File: config.mk
export PLATFORM = sky130hd
export DESIGN_NAME = instr_fetch_mem
export DESIGN_NICKNAME = d
export VERILOG_FILES = /design/src/rtl/instr_fetch_mem.sv
export SDC_FILE = /design/constraint.sdc
export NUM_CORES = 2
export LEC_CHECK = 0
export BUFFER_PORTS_ARGS = -buffer_cell sky130_fd_sc_hd__clkbuf_2
export CORE_MARGIN = 1
export CORE_UTILIZATION = 35
export CTS_CLUSTER_SIZE = 40
export DETAILED_ROUTE_END_ITERATION = 16
export PLACE_DENSITY = 0.6
export SYNTH_ARGS = -nofsm -noshare
export SYNTH_HDL_FRONTEND = slang
export SYNTH_SLANG_ARGS = --single-unit
File: constraint.sdc
create_clock -name clk -period 2 [get_ports clk]
set_input_delay 0.2 -clock clk [delete_from_list [all_inputs] [get_ports clk]]
set_output_delay 0.2 -clock clk [all_outputs]
set_load 0.05 [all_outputs]
File: src/rtl/instr_fetch_mem.sv
`default_nettype none
// ============================================================================
// Module   : instr_fetch_mem
// Purpose  : Instruction memory with a valid/ready fetch port and a
//            program-load write port. Responses come back one cycle after a
//            request is accepted. A misaligned or out-of-range fetch returns
//            NOP_WORD and raises fault. The load port has priority over
//            fetches, and its contents are kept across reset.
// Ports    : clk        - rising-edge clock
//            rst_n      - asynchronous active-low reset
//            en         - block enable; 0 blocks new fetches
//            req_valid  - fetch request present
//            req_ready  - fetch can be accepted this cycle
//            address    - byte address of the fetch
//            resp_valid - inst_out/fault hold a valid response
//            resp_ready - consumer takes the response
//            inst_out   - fetched instruction
//            fault      - response is a misaligned/out-of-range fetch
//            load_en    - program-load write strobe
//            load_addr  - byte address of the load word
//            load_data  - word to write
// Revision : 1.0 - initial release
// ============================================================================
module instr_fetch_mem #(
    parameter int unsigned     XLEN     = 32,
    parameter int unsigned     DEPTH    = 64,
    parameter logic [XLEN-1:0] NOP_WORD = XLEN'(32'h00000013)
) (
    input  logic            clk,
    input  logic            rst_n,
    input  logic            en,
    input  logic            req_valid,
    output logic            req_ready,
    input  logic [31:0]     address,
    output logic            resp_valid,
    input  logic            resp_ready,
    output logic [XLEN-1:0] inst_out,
    output logic            fault,
    input  logic            load_en,
    input  logic [31:0]     load_addr,
    input  logic [XLEN-1:0] load_data
);

    localparam int unsigned c_IDX_W = $clog2(DEPTH);

    logic [XLEN-1:0]    r_mem [DEPTH];
    logic               r_resp_valid;
    logic [XLEN-1:0]    r_inst;
    logic               r_fault;

    logic [c_IDX_W-1:0] w_fetch_idx;
    logic [c_IDX_W-1:0] w_load_idx;
    logic               w_fetch_fault;
    logic               w_load_in_range;
    logic               w_req_ready;
    logic               w_accept;
    logic               w_unused;

    assign w_fetch_idx = address[c_IDX_W+1:2];
    assign w_load_idx  = load_addr[c_IDX_W+1:2];

    // Any set bit above the index field means the word address is >= DEPTH.
    assign w_fetch_fault   = (address[1:0] != 2'b00) ||
                             (address[31:c_IDX_W+2] != '0);
    assign w_load_in_range = (load_addr[31:c_IDX_W+2] == '0);

    // Byte offset of a load word is irrelevant; the word is always aligned.
    assign w_unused = &{1'b0, load_addr[1:0]};

    // A slot frees up either when nothing is held or when the held response
    // is consumed on this same edge, which allows one fetch per cycle.
    assign w_req_ready = en && !load_en && (!r_resp_valid || resp_ready);
    assign w_accept    = req_valid && w_req_ready;

    // Program storage has no reset so a loaded program survives rst_n.
    always_ff @(posedge clk) begin
        if (load_en && w_load_in_range) begin
            r_mem[w_load_idx] <= load_data;
        end
    end

    // Response register. Load and fetch never share a cycle, so the read
    // below always sees the contents as of the accepting edge.
    always_ff @(posedge clk or negedge rst_n) begin
        if (!rst_n) begin
            r_resp_valid <= 1'b0;
            r_inst       <= '0;
            r_fault      <= 1'b0;
        end else if (w_accept) begin
            r_resp_valid <= 1'b1;
            r_fault      <= w_fetch_fault;
            r_inst       <= w_fetch_fault ? NOP_WORD : r_mem[w_fetch_idx];
        end else if (r_resp_valid && resp_ready) begin
            // Data/fault are left as-is so the last response stays visible.
            r_resp_valid <= 1'b0;
        end
    end

    assign req_ready  = w_req_ready;
    assign resp_valid = r_resp_valid;
    assign inst_out   = r_inst;
    assign fault      = r_fault;

endmodule
`default_nettype wire

==> results.yml <==
cts:
  clock_sinks: 2082
  clkSlewWorstSetupHoldPaths_ns: 0.06
  clock-root-buffer: "clkbuf_16"
  cts_buffers: 202
  cts_buffer_depth: 3
  cts_tree: "yes"
  clock_latency_ns: 0.85
  cts-htree-levels: 4
sta:
  relSlewSlack_pct: 43.6
  final.setup_skew_ns: 0.0422
  worst_slew_pin_slew_ns: 0.847
  hold_viol: 0
  rsz0062_at_grt: "true"
  setup_violations: 0
  slew_viol_final: 0
  final.period_utilization_pct: 98.8
  period_needed_ns: 1.98
  clock.fmax_ghz: 0.506
cells_and_area:
  nFillCells: 19200
  drive_above_1_share_pct: 34.5
  multiInputGateArea_um2: 17200
  post-route-util_pct: 43.7
  final_common_cell: "edfxtp_1"
  final_area_um2: 98600
  area.growth.synth_to_final_pct: 23.8
  mostFrequentLayoutCells: "edfxtp_1 (2048), buf_4 (439), mux4_2 (387)"
  seqCellArea_um2: 62400
  final_nets: 4669
logic_synthesis:
  synthFlopType: "edfxtp_1"
  syn_area_um2: 79700
  synth-seq-cells: 2082
  synth_warnings: 0
  ys_types: 49
  yosysSeqAreaShare_pct: 78.3
  synth_edf_count: 2048
  ys_async_sr_fraction_pct: 1.63
  syn-num-nets: 3816
  synth_area_per_cell_um2: 21.5
  syn_inst: 3714
hold_path:
  hold_class: "in -> reg"
global_route:
  grtUsageTotal_pct: 20.3
  grt_pass1_wl_um: 327000
  antenna_found_initial: 26
  overflow: 0
  grt_max_degree: 65
  grt_pass1_vias: 42300
drt:
  wl_per_cell_um: 30.5
  route.antenna.remaining_nets: 0
  drt_pass1_iterations: 7
  first_iter_violations: 4628
  vias: 42200
  routed_wl_um: 236000
  drc: 0
  viasPerCell: 5.45
setup_path:
  worstSetupPathType: "reg -> reg"
  cp.required_ns: 2.69
  arrival_ns: 2.67
  cp-start-kind: "register"
  end_kind: "register"
  path_max_fanout: 1
placed_design:
  io_buffers: 134
  hpwl_um: 149000
  gp_congestion: 0.828
  dpl-instance-area_um2: 91200
power:
  power_mw: 89.7
  leakage_nw: 32.4
  powerDensity_nw_per_um2: 910
  ir_worst_vdd_mv: 0.827
floorplan:
  dieArea_um2: 230000
  die_width_um: 479
  die_y_um: 479
  fp.coreArea_um2: 226000
  ios: 137
  rows: 174
  initial_core_util_pct: 35.3
outcome:
  outcome: "complete, no violations"
job:
  drv_cap: 0
## critical path, stage by stage, from the launching register on
cell and delay, ns:
edfxtp_1 0.35, mux4_2 0.48, a211oi_1 0.42, buf_4 0.18, o21ai_1 0.05, nand2_1 0.17, buf_12 0.13, o31ai_1 0.05
## synth_stat cells (10+ instances only)
library cell	instances	area [um2]
a2111oi_0	29	254
a211oi_1	58	435
a21oi_1	57	285
a22o_1	28	245
a22oi_1	50	375
buf_2	80	400
buf_4	30	225
buf_6	12	135
clkbuf_1	73	274
dfrtp_1	34	851
edfxtp_1	2048	61500
mux2_2	29	327
mux2i_1	317	3170
mux4_2	387	8720
nand2_1	76	285
nand3_1	17	85.1
nor2_1	133	499
nor2b_1	14	87.6
nor4_1	10	62.6
o21ai_0	56	280
o22ai_1	85	532
o31ai_1	29	218
## report_power, final
part / switching (mW) / internal [mW] / leakage, nW
clock: 16.3 / 20.3 / 3.04
sequential: 0.00147 / 47.9 / 18.8
combinational: 3.03 / 2.20 / 10.5
## state kept, by name (all words and copies together) (netlist names)
signal / cells
fault: 1
inst_out: 32
r_mem: 2048
resp_valid: 1
## per-stage QoR
step | instances | worst slack, ns | hold WS [ns] | TNS, ns
6_report | 7740 | 0.0243 | 0.0531 | 0
5_1_grt | 7730 | -0.0313 | 0.0450 | -0.0924
4_1_cts | 7725 | 0.00000988 | 0.0128 | 0
3_5_place_dp | 7293 | -1.09 | 0.224 | -575.21
3_3_place_gp | 7292 | -1.45 | 0.221 | -538.19
2_1_floorplan | 3714 | -0.343 | -0.0956 | -656.41
## final timing paths
path,cells past startpoint,to,slack (ns),from
worst max-delay path,7,inst_out[24]$_DFFE_PN0P_,0.02,r_mem[13][24]$_DFFE_PP_
max in group asynchronous,4,inst_out[13]$_DFFE_PN0P_,1.18,rst_n
worst min register to register,2,fault$_DFFE_PN0P_,0.51,fault$_DFFE_PN0P_
worst max register to register,7,inst_out[24]$_DFFE_PN0P_,0.02,r_mem[13][24]$_DFFE_PP_
min in group asynchronous,4,resp_valid$_DFFE_PN0P_,0.50,rst_n
worst min-delay path,2,r_mem[35][10]$_DFFE_PP_,0.05,load_data[10]
## cell families after synthesis
group	Yosys count	synth area share (%)
flip-flops	2082	78.3
buffers and inverters	208	1.40
AO/OA/AOI/OAI	405	3.41
multiplexers	733	15.3
AND/OR/NAND/NOR	286	1.60
## layer usage
layer | vias to the layer above | routed length, um | global-route usage (%)
met4 | 6 | 7100 | 6.02
met3 | 342 | 17300 | 3.40
li1 | 17400 | - | -
met1 | 22700 | 93400 | 26.7
met2 | 1805 | 118000 | 34.5
met5 | - | 41 | 0
## cell type report
type | count | share of cell area [%]
diodes | 12 | 0.0305
clock buffers | 265 | 5.46
clock inverters | 108 | 0.895
inverters | 3 | 0.0114
multi-input cells | 1424 | 17.4
flip-flops and latches | 2082 | 63.2
well taps | 2992 | 3.80
repair buffers | 854 | 9.17
## what timing repair did
item | CTS | global route
hold buffers | 59 | 0
gates cloned | 0 | 1
buffers inserted | 0 | 3
endpoints found under the hold margin | 1653 | 0
setup endpoints to repair | 37 | 27
gates resized for setup | 67 | 50
pin swaps | 2 | 13
Note: power is estimated with default switching activity, not from simulation.
